<file path="src/rtl/wbc_intercon_rr_if.sv">
// Bus bundle for the wbc_intercon_rr shared-bus interconnect.
// Carries the master-facing request/response signals and the slave-facing
// strobe/response signals. Every vector is packed with index 0 in the LSBs.
//   slave  modport : the view the interconnect takes (requests in, responses out)
//   master modport : the view the surrounding masters/slaves take (the opposite)
interface wbc_intercon_rr_if #(
    parameter int unsigned NM = 4,
    parameter int unsigned NS = 4,
    parameter int unsigned AW = 20,
    parameter int unsigned DW = 32
);
    localparam int unsigned SW = DW / 8;

    // master side
    logic [NM-1:0]    m_cyc_i;
    logic [NM-1:0]    m_stb_i;
    logic [NM-1:0]    m_we_i;
    logic [NM*AW-1:0] m_adr_i;
    logic [NM*DW-1:0] m_dat_i;
    logic [NM*SW-1:0] m_sel_i;
    logic [NM-1:0]    m_ack_o;
    logic [NM-1:0]    m_err_o;
    logic [NM-1:0]    m_rty_o;
    logic [NM*DW-1:0] m_dat_o;

    // slave side
    logic [NS-1:0]    s_cyc_o;
    logic [NS-1:0]    s_stb_o;
    logic [NS-1:0]    s_we_o;
    logic [NS*AW-1:0] s_adr_o;
    logic [NS*DW-1:0] s_dat_o;
    logic [NS*SW-1:0] s_sel_o;
    logic [NS-1:0]    s_ack_i;
    logic [NS-1:0]    s_err_i;
    logic [NS-1:0]    s_rty_i;
    logic [NS*DW-1:0] s_dat_i;

    modport slave (
        input  m_cyc_i, m_stb_i, m_we_i, m_adr_i, m_dat_i, m_sel_i,
        output m_ack_o, m_err_o, m_rty_o, m_dat_o,
        output s_cyc_o, s_stb_o, s_we_o, s_adr_o, s_dat_o, s_sel_o,
        input  s_ack_i, s_err_i, s_rty_i, s_dat_i
    );

    modport master (
        output m_cyc_i, m_stb_i, m_we_i, m_adr_i, m_dat_i, m_sel_i,
        input  m_ack_o, m_err_o, m_rty_o, m_dat_o,
        input  s_cyc_o, s_stb_o, s_we_o, s_adr_o, s_dat_o, s_sel_o,
        output s_ack_i, s_err_i, s_rty_i, s_dat_i
    );
endinterface

</file>
<file path="src/rtl/wbc_intercon_rr.sv">
// WISHBONE classic shared-bus interconnect, NM masters to NS slaves.
// A registered round-robin arbiter grants one master for the whole of its CYC;
// the granted master's request is decoded against a base/mask slave table and
// the selected slave's response is routed back combinationally. Unmapped
// addresses and unanswered strobes get an internal ERR.
// Ports:
//   clk_i, rst_i  : bus clock, asynchronous active-high reset
//   bus           : request/response bundle (wbc_intercon_rr_if.slave)
//   gnt_o         : registered one-hot grant
//   decode_err_o  : one-cycle pulse when an unmapped address is errored
//   timeout_o     : one-cycle pulse when a slave timeout is errored
module wbc_intercon_rr #(
    parameter int unsigned      NM         = 4,
    parameter int unsigned      NS         = 4,
    parameter int unsigned      AW         = 20,
    parameter int unsigned      DW         = 32,
    parameter logic [NS*AW-1:0] SLAVE_BASE = {20'h30000, 20'h20000, 20'h10000, 20'h00000},
    parameter logic [NS*AW-1:0] SLAVE_MASK = {4{20'h0FFFF}},
    parameter int unsigned      TIMEOUT    = 256
) (
    input  logic                 clk_i,
    input  logic                 rst_i,
    wbc_intercon_rr_if.slave     bus,
    output logic [NM-1:0]        gnt_o,
    output logic                 decode_err_o,
    output logic                 timeout_o
);
    localparam int unsigned SW = DW / 8;
    localparam int unsigned IW = (NM > 1) ? $clog2(NM) : 1;
    localparam int unsigned KW = (NS > 1) ? $clog2(NS) : 1;
    localparam int unsigned TW = (TIMEOUT > 1) ? $clog2(TIMEOUT) : 1;

    typedef enum logic [0:0] {StIdle, StBusy} state_e;

    state_e        state_q, state_d;
    logic [NM-1:0] gnt_q, gnt_d;
    logic [IW-1:0] ptr_q, ptr_d;
    logic [IW-1:0] gnt_idx;
    logic [IW-1:0] nxt_ptr;
    logic [IW-1:0] start;
    logic          gnt_cyc;
    logic          pick_valid;
    logic [IW-1:0] pick_idx;

    // ---------------- arbiter ----------------
    always_comb begin
        gnt_idx = '0;
        for (int i = 0; i < int'(NM); i++) begin
            if (gnt_q[i]) gnt_idx = IW'(i);
        end
    end

    assign gnt_cyc = (|gnt_q) & bus.m_cyc_i[gnt_idx];
    assign nxt_ptr = (32'(gnt_idx) == NM - 1) ? '0 : gnt_idx + 1'b1;

    // First requester at or above start, wrapping. On release the granted
    // master's CYC is already low, so it is naturally skipped.
    always_comb begin
        logic [31:0] j;
        start      = (state_q == StIdle) ? ptr_q : nxt_ptr;
        pick_valid = 1'b0;
        pick_idx   = '0;
        j          = '0;
        for (int unsigned i = 0; i < NM; i++) begin
            j = (32'(start) + i) % NM;
            if (!pick_valid && bus.m_cyc_i[j]) begin
                pick_valid = 1'b1;
                pick_idx   = IW'(j);
            end
        end
    end

    always_comb begin
        state_d = state_q;
        gnt_d   = gnt_q;
        ptr_d   = ptr_q;
        unique case (state_q)
            StIdle: begin
                if (pick_valid) begin
                    gnt_d           = '0;
                    gnt_d[pick_idx] = 1'b1;
                    state_d         = StBusy;
                end
            end
            StBusy: begin
                if (!gnt_cyc) begin
                    ptr_d = nxt_ptr;
                    gnt_d = '0;
                    if (pick_valid) begin
                        gnt_d[pick_idx] = 1'b1;
                    end else begin
                        state_d = StIdle;
                    end
                end
            end
            default: begin
                state_d = StIdle;
                gnt_d   = '0;
            end
        endcase
    end

    always_ff @(posedge clk_i or posedge rst_i) begin
        if (rst_i) begin
            state_q <= StIdle;
            gnt_q   <= '0;
            ptr_q   <= '0;
        end else begin
            state_q <= state_d;
            gnt_q   <= gnt_d;
            ptr_q   <= ptr_d;
        end
    end

    // ---------------- request mux ----------------
    logic          bus_cyc, bus_stb, bus_we;
    logic [AW-1:0] bus_adr;
    logic [DW-1:0] bus_dat;
    logic [SW-1:0] bus_sel;

    assign bus_cyc = gnt_cyc;
    assign bus_stb = gnt_cyc & bus.m_stb_i[gnt_idx];
    assign bus_we  = gnt_cyc & bus.m_we_i[gnt_idx];
    assign bus_adr = bus.m_adr_i[gnt_idx*AW +: AW];
    assign bus_dat = bus.m_dat_i[gnt_idx*DW +: DW];
    assign bus_sel = bus.m_sel_i[gnt_idx*SW +: SW];

    // ---------------- address decode ----------------
    logic [NS-1:0] sel_oh;
    logic [KW-1:0] sel_idx;
    logic          mapped;

    // Walk downwards so the lowest matching slave is the last one written.
    always_comb begin
        sel_oh  = '0;
        sel_idx = '0;
        mapped  = 1'b0;
        for (int k = int'(NS) - 1; k >= 0; k--) begin
            if ((bus_adr & ~SLAVE_MASK[k*AW +: AW]) == SLAVE_BASE[k*AW +: AW]) begin
                sel_idx = KW'(k);
                mapped  = 1'b1;
            end
        end
        if (mapped) sel_oh[sel_idx] = 1'b1;
    end

    always_comb begin
        bus.s_cyc_o = '0;
        bus.s_stb_o = '0;
        bus.s_we_o  = '0;
        bus.s_adr_o = '0;
        bus.s_dat_o = '0;
        bus.s_sel_o = '0;
        for (int k = 0; k < int'(NS); k++) begin
            bus.s_cyc_o[k]          = bus_cyc & sel_oh[k];
            bus.s_stb_o[k]          = bus_stb & sel_oh[k];
            bus.s_we_o[k]           = bus_we & sel_oh[k];
            bus.s_adr_o[k*AW +: AW] = bus_adr & SLAVE_MASK[k*AW +: AW];
            bus.s_dat_o[k*DW +: DW] = bus_dat;
            bus.s_sel_o[k*SW +: SW] = bus_sel;
        end
    end

    // ---------------- response mux ----------------
    logic          slv_ack, slv_err, slv_rty, slv_resp;
    logic [DW-1:0] rdat;
    logic          derr_q;
    logic          tmo_fire;
    logic          stb_mapped;

    assign slv_ack    = bus_cyc & mapped & bus.s_ack_i[sel_idx];
    assign slv_err    = bus_cyc & mapped & bus.s_err_i[sel_idx];
    assign slv_rty    = bus_cyc & mapped & bus.s_rty_i[sel_idx];
    assign slv_resp   = slv_ack | slv_err | slv_rty;
    assign rdat       = mapped ? bus.s_dat_i[sel_idx*DW +: DW] : '0;
    assign stb_mapped = bus_stb & mapped;

    // Unmapped strobe: ERR on the following cycle; the !derr_q term keeps a
    // master that is still holding STB in that cycle from re-triggering.
    always_ff @(posedge clk_i or posedge rst_i) begin
        if (rst_i) begin
            derr_q <= 1'b0;
        end else begin
            derr_q <= bus_stb & ~mapped & ~derr_q;
        end
    end

    if (TIMEOUT > 0) begin : g_tmo
        logic [TW-1:0] tmo_q;

        // Combinational so a slave response in the same cycle suppresses it.
        assign tmo_fire = stb_mapped & ~slv_resp & (tmo_q == TW'(TIMEOUT - 1));

        always_ff @(posedge clk_i or posedge rst_i) begin
            if (rst_i) begin
                tmo_q <= '0;
            end else if (!stb_mapped || slv_resp || tmo_fire || (gnt_d != gnt_q)) begin
                tmo_q <= '0;
            end else begin
                tmo_q <= tmo_q + 1'b1;
            end
        end
    end else begin : g_no_tmo
        assign tmo_fire = 1'b0;
    end

    assign bus.m_ack_o  = gnt_q & {NM{slv_ack}};
    assign bus.m_err_o  = gnt_q & {NM{slv_err | derr_q | tmo_fire}};
    assign bus.m_rty_o  = gnt_q & {NM{slv_rty}};
    assign bus.m_dat_o  = {NM{rdat}};

    assign gnt_o        = gnt_q;
    assign decode_err_o = derr_q;
    assign timeout_o    = tmo_fire;
endmodule

</file>
<file path="src/flat_wrapper.sv">
// flat-port wrapper written by rule: the top's interface ports become plain ports
module wbc_intercon_rr_flat 
#(
    parameter int unsigned      NM         = 4,
    parameter int unsigned      NS         = 4,
    parameter int unsigned      AW         = 20,
    parameter int unsigned      DW         = 32,
    parameter logic [NS*AW-1:0] SLAVE_BASE = {20'h30000, 20'h20000, 20'h10000, 20'h00000},
    parameter logic [NS*AW-1:0] SLAVE_MASK = {4{20'h0FFFF}},
    parameter int unsigned      TIMEOUT    = 256
)
  (clk_i, rst_i, gnt_o, decode_err_o, timeout_o, bus_m_cyc_i, bus_m_stb_i, bus_m_we_i, bus_m_adr_i, bus_m_dat_i, bus_m_sel_i, bus_m_ack_o, bus_m_err_o, bus_m_rty_o, bus_m_dat_o, bus_s_cyc_o, bus_s_stb_o, bus_s_we_o, bus_s_adr_o, bus_s_dat_o, bus_s_sel_o, bus_s_ack_i, bus_s_err_i, bus_s_rty_i, bus_s_dat_i);
  wbc_intercon_rr_if #(.NM(NM), .NS(NS), .AW(AW), .DW(DW)) bus_i ();
  input  logic clk_i;
  input  logic rst_i;
  output logic [NM-1:0] gnt_o;
  output logic decode_err_o;
  output logic timeout_o;
  input wire logic [$bits(bus_i.m_cyc_i)-1:0] bus_m_cyc_i;
  input wire logic [$bits(bus_i.m_stb_i)-1:0] bus_m_stb_i;
  input wire logic [$bits(bus_i.m_we_i)-1:0] bus_m_we_i;
  input wire logic [$bits(bus_i.m_adr_i)-1:0] bus_m_adr_i;
  input wire logic [$bits(bus_i.m_dat_i)-1:0] bus_m_dat_i;
  input wire logic [$bits(bus_i.m_sel_i)-1:0] bus_m_sel_i;
  output wire logic [$bits(bus_i.m_ack_o)-1:0] bus_m_ack_o;
  output wire logic [$bits(bus_i.m_err_o)-1:0] bus_m_err_o;
  output wire logic [$bits(bus_i.m_rty_o)-1:0] bus_m_rty_o;
  output wire logic [$bits(bus_i.m_dat_o)-1:0] bus_m_dat_o;
  output wire logic [$bits(bus_i.s_cyc_o)-1:0] bus_s_cyc_o;
  output wire logic [$bits(bus_i.s_stb_o)-1:0] bus_s_stb_o;
  output wire logic [$bits(bus_i.s_we_o)-1:0] bus_s_we_o;
  output wire logic [$bits(bus_i.s_adr_o)-1:0] bus_s_adr_o;
  output wire logic [$bits(bus_i.s_dat_o)-1:0] bus_s_dat_o;
  output wire logic [$bits(bus_i.s_sel_o)-1:0] bus_s_sel_o;
  input wire logic [$bits(bus_i.s_ack_i)-1:0] bus_s_ack_i;
  input wire logic [$bits(bus_i.s_err_i)-1:0] bus_s_err_i;
  input wire logic [$bits(bus_i.s_rty_i)-1:0] bus_s_rty_i;
  input wire logic [$bits(bus_i.s_dat_i)-1:0] bus_s_dat_i;
  assign bus_i.m_cyc_i = bus_m_cyc_i;
  assign bus_i.m_stb_i = bus_m_stb_i;
  assign bus_i.m_we_i = bus_m_we_i;
  assign bus_i.m_adr_i = bus_m_adr_i;
  assign bus_i.m_dat_i = bus_m_dat_i;
  assign bus_i.m_sel_i = bus_m_sel_i;
  assign bus_m_ack_o = bus_i.m_ack_o;
  assign bus_m_err_o = bus_i.m_err_o;
  assign bus_m_rty_o = bus_i.m_rty_o;
  assign bus_m_dat_o = bus_i.m_dat_o;
  assign bus_s_cyc_o = bus_i.s_cyc_o;
  assign bus_s_stb_o = bus_i.s_stb_o;
  assign bus_s_we_o = bus_i.s_we_o;
  assign bus_s_adr_o = bus_i.s_adr_o;
  assign bus_s_dat_o = bus_i.s_dat_o;
  assign bus_s_sel_o = bus_i.s_sel_o;
  assign bus_i.s_ack_i = bus_s_ack_i;
  assign bus_i.s_err_i = bus_s_err_i;
  assign bus_i.s_rty_i = bus_s_rty_i;
  assign bus_i.s_dat_i = bus_s_dat_i;
  wbc_intercon_rr #(.NM(NM), .NS(NS), .AW(AW), .DW(DW), .SLAVE_BASE(SLAVE_BASE), .SLAVE_MASK(SLAVE_MASK), .TIMEOUT(TIMEOUT)) u_core (.clk_i(clk_i), .rst_i(rst_i), .bus(bus_i), .gnt_o(gnt_o), .decode_err_o(decode_err_o), .timeout_o(timeout_o));
endmodule
</file>
<file path="config.mk">
export PLATFORM = sky130hd
export DESIGN_NAME = wbc_intercon_rr_flat
export DESIGN_NICKNAME = d
export VERILOG_FILES = /design/src/rtl/wbc_intercon_rr_if.sv /design/src/rtl/wbc_intercon_rr.sv /design/src/flat_wrapper.sv
export SDC_FILE = /design/constraint.sdc
export NUM_CORES = 1
export LEC_CHECK = 0
export ABC_CLOCK_PERIOD_IN_PS = 8300
export BUFFER_PORTS_ARGS = -buffer_cell sky130_fd_sc_hd__buf_2
export CAP_MARGIN = 25
export CORE_AREA = 3 3 298 300
export DETAILED_ROUTE_END_ITERATION = 8
export DIE_AREA = 0 0 301 303
export HOLD_SLACK_MARGIN = 0.06
export MAX_ROUTING_LAYER = met4
export PLACE_DENSITY = 0.31
export SLEW_MARGIN = 20
export SYNTH_ARGS = -nofsm -noshare
export SYNTH_HDL_FRONTEND = slang
export SYNTH_SLANG_ARGS = --single-unit
export TNS_END_PERCENT = 100
</file>
<file path="constraint.sdc">
create_clock -name clk_i -period 8.3 [get_ports clk_i]
set_clock_uncertainty 0.15 [all_clocks]
set_input_delay 0.83 -clock clk_i [delete_from_list [all_inputs] [get_ports clk_i]]
set_output_delay 0.83 -clock clk_i [all_outputs]
set_load 0.01 [all_outputs]
</file>
=== Word-level counts from Yosys, hierarchy flattened ===
Cells that the tools add are included.

* Muxes and demuxes: 55
* Reductions and logical operators: 15
* Bitwise gates (word level): 36
* Shifts and indexed selects: 4
* $add $sub $neg: 5
* $mul: 1
* Equal/unequal tests: 6
* $lt $le $gt $ge: 9

{| class="wikitable"
|+ Operators by type and width
! kind !! number
|-
| variable part select 128 x 8 -> 32 bit || 2
|-
| variable part select 80 x 8 -> 20 bit || 1
|-
| two-way mux 32 bit || 1
|-
| bitwise AND 1 bit || 24
|-
| two-way mux 2 bit || 12
|-
| two-way mux 1 bit || 23
|-
| < comparator 2 x 3 -> 1 bit, second input constant || 7
|-
| binary-select mux 1 bit (select 2 bit) || 10
|-
| zero test 20 bit || 1
|-
| two-way mux 4 bit || 4
|-
| variable part select 16 x 5 -> 4 bit || 1
|-
| bitwise AND 4 bit || 3
|-
| adder 8 x 1 -> 8 bit, second input constant || 1
|-
| == test 4 x 2 -> 1 bit, second input constant || 2
|-
| == test 8 bit, second input constant || 1
|-
| two-way mux 8 bit || 1
|-
| case mux 4 bit (2 select lines) || 1
|-
| logical AND 1 bit || 5
|-
| multiplier 2 x 3 -> 5 bit, second input constant || 1
|-
| inverter 1 bit || 5
|-
| adder 2 x 1 -> 2 bit, second input constant || 2
|-
| adder 2 bit, second input constant || 2
|-
| demux 1 bit (select 2 bit) || 2
|-
| == test 4 x 1 -> 1 bit, second input constant || 1
|-
| other kinds (9) || 18
|}

* Register bits: 16
* Bits of input ports: 378

=== Longest topological paths before layout ===
Gate-level depths: netlist of run 1.

* Word-level depth: 28
* Depth in mapped cells: 9
* Depth with buffers taken out: 7

=== Worst setup path after synthesis of run 1 ===
OpenSTA, ideal clock, no wires.

* Path kind: input-to-output
* Start: in bus_m_adr_i[56]
* End: out timeout_o
* Stages: 8
* Required time: 7320 ps
* Path buffers: 1
* Arrival time: 2687 ps
* Path slack: 4633 ps
* Cells stage by stage: nor3b_1 > a221o_1 > buf_4 > nand2_2 > a2bb2oi_1 > o21a_1 > or4_1 > nor3_1

* Longest elaborated chain between the ends: 14
* Elaborated cells between the ends (all ways): 29
* Classes of those cells: eq/ne: 3; shift: 1; mux: 14; bitwise: 10; reduce/logical: 1

{| class="wikitable"
|+ RTL lines
! element !! line !! RTL
|-
| start, declared || flat_wrapper.sv:22 || <nowiki>input wire logic [$bits(bus_i.m_adr_i)-1:0] bus_m_adr_i;</nowiki>
|-
| variable part select 80 x 8 -> 20 bit (*) || wbc_intercon_rr.sv:124 || <nowiki>assign bus_adr = bus.m_adr_i[gnt_idx*AW +: AW];</nowiki>
|-
| == test 4 x 2 -> 1 bit || wbc_intercon_rr.sv:139 || <nowiki>if ((bus_adr & ~SLAVE_MASK[k*AW +: AW]) == SLAVE_BASE[k*AW +: AW]) begin</nowiki>
|-
| two-way mux 2 bit (4 in a row) || wbc_intercon_rr.sv:139 ||
|-
| binary-select mux 1 bit (select 2 bit), on equally long branches || wbc_intercon_rr.sv:171, wbc_intercon_rr.sv:172 ||
|-
| two-way mux 1 bit, on equally long branches || wbc_intercon_rr.sv:171, wbc_intercon_rr.sv:172 ||
|-
| bitwise AND 1 bit, on equally long branches || wbc_intercon_rr.sv:171, wbc_intercon_rr.sv:172 ||
|-
| bitwise OR 1 bit (2 in a row) || wbc_intercon_rr.sv:174 || <nowiki>assign slv_resp = slv_ack | slv_err | slv_rty;</nowiki>
|-
| inverter 1 bit || wbc_intercon_rr.sv:192 || <nowiki>assign tmo_fire = stb_mapped & ~slv_resp & (tmo_q == TW'(TIMEOUT - 1));</nowiki>
|-
| bitwise AND 1 bit (*) (2 in a row) || wbc_intercon_rr.sv:192 ||
|-
| end, declared || flat_wrapper.sv:18 || <nowiki>output logic timeout_o;</nowiki>
|}

Mark *: on every way between the ends. The rest lies on a longest branch, timed or not. The select of a mux whose other input is x is not followed.

=== Worst setup path after layout of run 1 ===
* Start: reg u_core.gnt_q[3] (netlist: u_core.gnt_o[3])
* End: out timeout_o

* Longest elaborated chain between the ends: 16
* Elaborated cells between the ends (all ways): 38
* Classes of those cells: mul: 1; eq/ne: 3; shift: 1; mux: 19; bitwise: 12; reduce/logical: 2

{| class="wikitable"
|+ RTL lines
! element !! line !! RTL
|-
| start, declared || wbc_intercon_rr.sv:36 || <nowiki>logic [NM-1:0] gnt_q, gnt_d;</nowiki>
|-
| start signal, assigned || wbc_intercon_rr.sv:110 || <nowiki>gnt_q <= gnt_d;</nowiki>
|-
| two-way mux 2 bit || wbc_intercon_rr.sv:49 || <nowiki>if (gnt_q[i]) gnt_idx = IW'(i);</nowiki>
|-
| multiplier 2 x 3 -> 5 bit || wbc_intercon_rr.sv:124 ||
|-
| variable part select 80 x 8 -> 20 bit || wbc_intercon_rr.sv:124 ||
|-
| == test 4 x 2 -> 1 bit || wbc_intercon_rr.sv:139 ||
|-
| two-way mux 2 bit (4 in a row) || wbc_intercon_rr.sv:139 ||
|-
| binary-select mux 1 bit (select 2 bit), on equally long branches || wbc_intercon_rr.sv:171, wbc_intercon_rr.sv:172 ||
|-
| two-way mux 1 bit, on equally long branches || wbc_intercon_rr.sv:171, wbc_intercon_rr.sv:172 ||
|-
| bitwise AND 1 bit, on equally long branches || wbc_intercon_rr.sv:171, wbc_intercon_rr.sv:172 ||
|-
| bitwise OR 1 bit (2 in a row) || wbc_intercon_rr.sv:174 ||
|-
| inverter 1 bit || wbc_intercon_rr.sv:192 ||
|-
| bitwise AND 1 bit (*) (2 in a row) || wbc_intercon_rr.sv:192 ||
|}

Marks and branches as above.

==> impl_metrics.csv, run 1 <==
group,metric,value,unit
run_status,status,"finished clean",
min_path,min_path_type,"register to register",
worst_setup_path,cpMaxStageDelayCell,"dfrtp_4",
cts,clock_latency,0.25,ns
die,chipWidth,301,um
cts,cts_buffers,3,
timing,finalSetupViolations,0,
route,first_pass_iters,4,
die,die_y,303,um
timing,final.min_clock_period,5.15,ns
timing,drv_slew,0,
layout,post-route-util,0.108,
global_routing,grt_first_pass_wirelength,55200,um
worst_setup_path,worstPathRequired,7.32,ns
cts,ctsResizeCount,0,
die,rows,108,
run,cap_violations,0,
route,viasPerCell,2.99,
timing,hold_viol_final,0,
timing,worst_pin_slew,1.06,ns
power,power_density,368,nW/um^2
route,ant_nets,0,
global_routing,grt_overflow_total,0,
cts,cts_tree,"yes",
layout,n_fill_cell,10300,
synth,synth-edff-count,0,
layout,fin_nets,1671,
route,wirelength,43000,um
die,core_area,86500,sq um
timing,slew_headroom,0.294,
cts,clkTransAtPathRegs,0.05,ns
synth,syn_inst,826,
synth,ys_seq_area_frac,0.0656,
timing,rsz0062_at_grt,"no",
route,drt_iter0_markers,289,
route,num_vias,7316,
worst_setup_path,reg2reg_setup_slack,4.53,ns
cts,cts_root_buffer,"clkbuf_16",
cts,ctsHoldBuffers,0,
global_routing,antenna_found_initial,20,
cts,cts.path.max_buffers,2,
worst_setup_path,critPathMaxFanout,49,
die,initial_core_util,0.0706,
cts,ctsHtreeMaxLevel,1,
global_routing,grt_pass1_vias,7231,
die,die_area,91200,sq um
timing,fin_crit_sh,0.620,
worst_setup_path,crit_path_end_kind,"output pin",
synth,async_flop_share,1.00,
power,total_power,3.44,mW
layout,drive_above_1_share,0.632,
cts,cts_sinks,16,
cts,postCtsSetupBuffers,0,
placed_design,place_congestion,0.758,
power,ir_drop,0.212,mV
placed_design,hpwlAfterDp,39300,um
synth,syn_area_per_cell,7.39,sq um
layout,area_delta_synth_final,53.1,%
synth,netlist_area,6110,sq um
worst_setup_path,crit_chain,"nor2_2, a211oi_4, buf_4, nand2_2, a2bb2oi_1, o21a_1, or4_1, nor3_1, buf_2",
worst_setup_path,criticalPathCategory,"register to output pin",
worst_setup_path,slowest_delay,0.82,ns
worst_setup_path,critPathLaunchType,"register",
synth,ys_ff_latch,16,
die,io_pins,760,
synth,synth_cell_types,61,
synth,synth_warnings,0,
layout,final_cell_mix,"buf_2, nor2_1, nand2_1, mux2i_1, a21oi_1",
layout,final_common_cell,"buf_2",
synth,synth-main-ff-cell,"dfrtp_1",
route,remaining_drc_errors,0,
global_routing,grt_max_degree,79,
placed_design,portBuffers,743,
global_routing,track_usage,0.0875,
worst_setup_path,cp_data_arrival_time,4.17,ns
timing,max_freq,194,MHz
timing,tns,0,ns
route,wire_per_inst,17.6,um
power,leakagePower,4.80,nW
logic make-up (layout without fill, tap and decap cells):
group	count (synthesis)	after routing	share of synthesized area
and+or+nand+nor	228	228	0.176
adders and majority gates	1	1	0.00205
AOI/OAI and AO/OA	156	156	0.158
muxes	94	94	0.221
buffers and inverters	324	774	0.368
DFF	16	16	0.0656
other	1	19	0.000614
xor gates and xnor gates	6	6	0.00860
cell usage after synthesis (6+ instances only):
cell,instances,area share
nand2_1,71,0.044
nor2_1,71,0.044
mux4_2,32,0.12
nand3_1,6,0.0049
clkbuf_1,31,0.019
nor4_1,10,0.010
buf_4,270,0.33
a21oi_1,58,0.048
and2_1,32,0.033
mux2i_1,59,0.097
o21ai_0,57,0.047
dfrtp_1,16,0.066
and3_1,8,0.0082
buf_1,7,0.0043
nor3_1,9,0.0074
inv_1,9,0.0055
critical path, delay by kind of cell, from the launching register on:
family	cells	cell delay [ns]
AOI/OAI and AO/OA	3	0.96
buffers and inverters	2	0.72
DFF	1	0.82
and+or+nand+nor	4	1.38
final cells by class:
cell class / instances / area (sq um) / area share
Timing Repair Buffer: 760 / 3840 / 0.410
Multi-Input combinational cell: 501 / 3520 / 0.377
Tap cell: 1155 / 1450 / 0.155
Sequential cell: 16 / 412 / 0.0440
Clock buffer: 4 / 88.8 / 0.00950
Inverter: 10 / 37.5 / 0.00401
Antenna cell: 3 / 7.51 / 0.000803
worst paths after layout:
kind / startpoint / end / cells past startpoint
hold reg to reg: u_core.decode_err_o$_DFF_PP0_ / u_core.decode_err_o$_DFF_PP0_ / 1
setup / recovery: u_core.gnt_o[3]$_DFF_PP0_ / timeout_o / 9
hold / removal: u_core.decode_err_o$_DFF_PP0_ / u_core.decode_err_o$_DFF_PP0_ / 1
min in group asynchronous: rst_i / u_core.ptr_q[1]$_DFFE_PP0P_ / 2
setup reg to reg: u_core.gnt_o[3]$_DFF_PP0_ / u_core.g_tmo.tmo_q[3]$_DFF_PP0_ / 8
max in group asynchronous: rst_i / u_core.gnt_o[1]$_DFF_PP0_ / 2
metal layers:
layer | vias to the layer above | GRT usage | part of all wire
li1 | 3505 | - | -
met1 | 3299 | 0.100 | 0.39
met2 | 472 | 0.167 | 0.53
met3 | 40 | 0.0115 | 0.065
met4 | 0 | 0.00916 | 0.014
met5 | - | - | 0
stage by stage:
stage	hold slack, ns	std cells	cell area (sq um)	setup WS, ns
floorplan	0.335	841	6160	4.63
global placement	0.379	2436	9220	3.07
detailed placement	0.374	2439	9240	3.04
CTS	0.385	2443	9330	2.76
global route	0.439	2449	9350	2.60
finish	0.377	2449	9350	3.15
registers in the layout (all words and copies together), names as in the netlist:
register / count
u_core.gnt_o: 4
u_core.state_q: 1
u_core.ptr_q: 2
u_core.decode_err_o: 1
u_core.g_tmo.tmo_q: 8
report_power, final:
group | total (mW) | leakage (nW) | internal, mW | switching [mW]
Clock | 0.108 | 0.0442 | 0.0734 | 0.0343
Combinational | 3.15 | 4.55 | 1.21 | 1.94
Sequential | 0.176 | 0.206 | 0.0976 | 0.0786
Total | 3.44 | 4.80 | 1.38 | 2.05
Note: power is estimated with default switching activity, not from simulation.
==> run 2: changes to the inputs <==
--- a/config.mk
+++ b/config.mk
@@ -5,7 +5,8 @@
 export SDC_FILE = /design/constraint.sdc
 export NUM_CORES = 1
 export LEC_CHECK = 0
-export ABC_CLOCK_PERIOD_IN_PS = 8300
+export ABC_AREA = 1
+export ABC_CLOCK_PERIOD_IN_PS = 4500
 export BUFFER_PORTS_ARGS = -buffer_cell sky130_fd_sc_hd__buf_2
 export CAP_MARGIN = 25
 export CORE_AREA = 3 3 298 300
==> constraint.sdc (replaced) <==
create_clock -name clk_i -period 4.5 [get_ports clk_i]
set_clock_uncertainty 0.15 [all_clocks]
set_input_delay 0.45 -clock clk_i [delete_from_list [all_inputs] [get_ports clk_i]]
set_output_delay 0.45 -clock clk_i [all_outputs]
set_load 0.01 [all_outputs]
==> run 2 against run 1 <==
Sequential power increased by 45%. Synthesized cell count increased by 13%. Core utilization decreased by 0.18 points. Routed wire length increased by 8.2%. Sequential share of layout area about the same. Global-route usage increased by 0.68 points.
==> impl_metrics.csv, run 2 <==
group,metric,value,unit
route,viasPerCell,3.23,
global_routing,grt_max_degree,82,
placed_design,portBuffers,743,
worst_setup_path,critPathMaxFanout,18,
synth,synth-main-ff-cell,"dfrtp_1",
timing,drv_slew,0,
timing,final.min_clock_period,3.87,ns
die,die_area,91200,sq um
worst_setup_path,crit_chain,"inv_2, nand2_4, inv_2, nand2_1, nand3_1, nand4_1, nor2_4, buf_12, a22oi_1, a31oi_1, buf_2",
synth,muxShareOfSynthArea,0,
cts,postCtsSetupBuffers,0,
worst_setup_path,crit_path_frequent_cell,"inv_2",
layout,final_common_cell,"buf_2",
synth,yosysMostFrequentCell,"buf_4",
synth,syn_area_per_cell,6.30,sq um
cts,cts_sinks,16,
layout,area_delta_synth_final,56.2,%
timing,finalSetupViolations,0,
timing,slew_headroom,0.344,
timing,rsz0062_at_grt,"no",
route,remaining_drc_errors,0,
timing,max_freq,258,MHz
timing,fin_crit_sh,0.861,
route,first_pass_iters,5,
layout,fin_nets,1771,
worst_setup_path,cp_data_arrival_time,3.27,ns
min_path,min_path_type,"input pin to async pin",
route,ant_nets,0,
layout,top_register,"u_core.g_tmo.tmo_q",
cts,cts_buffers,3,
synth,yosys.area.top_type,"buf_4",
run_status,status,"finished clean",
route,wire_per_inst,18.2,um
layout,largest_reg_flops,8,
die,initial_core_util,0.0681,
synth,syn_inst,935,
global_routing,track_usage,0.0943,
cts,ctsHtreeMaxLevel,1,
worst_setup_path,critPathLaunchType,"register",
die,core_area,86500,sq um
worst_setup_path,reg2reg_setup_slack,1.03,ns
cts,ctsResizeCount,0,
worst_setup_path,criticalPathCategory,"register to output pin",
cts,cts_root_buffer,"clkbuf_16",
global_routing,antenna_found_initial,12,
synth,synth_cell_types,34,
timing,hold_viol_final,0,
die,io_pins,760,
synth,yosys-top-cells-area,"buf_4, nand3_1, nand2_1",
synth,ys_seq_area_frac,0.0680,
synth,synth_top_area_frac,0.346,
global_routing,grt_overflow_total,0,
synth,netlist_area,5890,sq um
timing,worst_pin_slew,0.982,ns
worst_setup_path,worstPathRequired,3.90,ns
layout,drive_above_1_share,0.578,
worst_setup_path,slowest_delay,0.51,ns
placed_design,place_congestion,0.810,
power,ir_drop,0.509,mV
die,rows,108,
synth,synth_xor_xnor_area_share,0.00893,
placed_design,hpwlAfterDp,40400,um
cts,cts_tree,"yes",
die,chipWidth,301,um
run,cap_violations,0,
route,drt_iter0_markers,457,
synth,synth_warnings,0,
cts,cts.path.max_buffers,2,
power,power_density,1000,nW/um^2
cts,clkTransAtPathRegs,0.05,ns
worst_setup_path,cpMaxStageDelayCell,"nor2_4",
worst_setup_path,reg2reg_to,"u_core.g_tmo.tmo_q[6]$_DFF_PP0_",
power,leakagePower,4.61,nW
worst_setup_path,reg2reg_depth,18,
route,wirelength,46500,um
cts,ctsHoldBuffers,0,
worst_setup_path,crit_path_end_kind,"output pin",
timing,tns,0,ns
global_routing,grt_pass1_vias,8007,
synth,yosys.area_share.simple,0.252,
timing,fin_hold_ws,0.158,ns
cts,clock_latency,0.25,ns
synth,synth_top_family_by_area,"buffers and inverters",
worst_setup_path,rr_startpoint,"u_core.gnt_o[3]$_DFF_PP0_",
synth,post_synth_fa_ha_maj_area_fraction,0.00213,
synth,ys_ff_latch,16,
route,num_vias,8246,
synth,async_flop_share,1.00,
synth,synth_compound_area_frac,0.262,
layout,final_cell_mix,"buf_2, nand2_1, nand3_1, nor2_1, o22ai_1",
die,die_y,303,um
synth,synth-edff-count,0,
synth,synth_commonest_cells,"buf_4, nand2_1, nand3_1, nor2_1, o22ai_1",
global_routing,grt_first_pass_wirelength,60800,um
[run 2: cell families after synthesis]
family / Yosys count
AO/OA/AOI/OAI: 230
XOR/XNOR: 6
adder cells (fa/ha/maj): 1
buffers and inverters: 360
flip-flops: 16
other: 1
AND/OR/NAND/NOR: 321
[run 2: power breakdown]
part           internal (mW)  total [mW]  switching [mW]  leakage [nW]
logic                   2.85        8.75            5.90          4.36
clock network          0.135       0.195          0.0594        0.0442
registers              0.187       0.255          0.0677         0.206
total                   3.17        9.20            6.03          4.61
[run 2: worst max path at each step]
stage          cells after the start          endpoint                 startpoint  slack (ns)
6_report                          11  bus_m_dat_o[100]  u_core.gnt_o[3]$_DFF_PP0_        0.63
5_1_grt                           19    bus_m_err_o[3]  u_core.gnt_o[3]$_DFF_PP0_        0.27
3_3_place_gp                      10  bus_m_dat_o[100]            bus_m_adr_i[38]        0.57
3_5_place_dp                      10  bus_m_dat_o[100]            bus_m_adr_i[38]        0.57
2_1_floorplan                     13  bus_m_dat_o[119]  u_core.gnt_o[2]$_DFF_PP0_        1.46
4_1_cts                           11  bus_m_dat_o[100]  u_core.gnt_o[3]$_DFF_PP0_        0.49
[run 2: cell type report]
type                            instances  area (sq um)
Inverter                               30           113
Timing Repair Buffer                  767          3960
Multi-Input combinational cell        574          3170
Sequential cell                        16           402
Clock buffer                            4          88.8
Fill cell                           10400         77300
Tap cell                             1155          1450
Antenna cell                            6          15.0
[run 2: per-layer routing]
layer,vias to the layer above,track usage,wire [um]
met5,-,-,0
met4,0,0.00510,169
met3,12,0.0156,3330
met2,424,0.167,23900
met1,3856,0.117,19100
li1,3954,-,-
[run 2: worst max-delay path, delay by kind of cell, from the launching register on]
kind / cells / cell delay (ns)
AOI/OAI and AO/OA: 2 / 0.56
buffers and inverters: 4 / 0.87
DFF: 1 / 0.48
and+or+nand+nor: 5 / 1.09
[run 2: per-stage QoR]
step	std cells	area, sq um	utilization	setup slack (ns)	total power [mW]
6_report	2552	9190	0.106	0.626	9.20
5_1_grt	2551	9190	0.106	0.269	10.1
3_3_place_gp	2542	9090	0.105	0.570	9.31
2_1_floorplan	950	5940	-	1.46	7.07
3_5_place_dp	2542	9090	0.105	0.567	9.18
4_1_cts	2546	9180	0.106	0.487	9.41
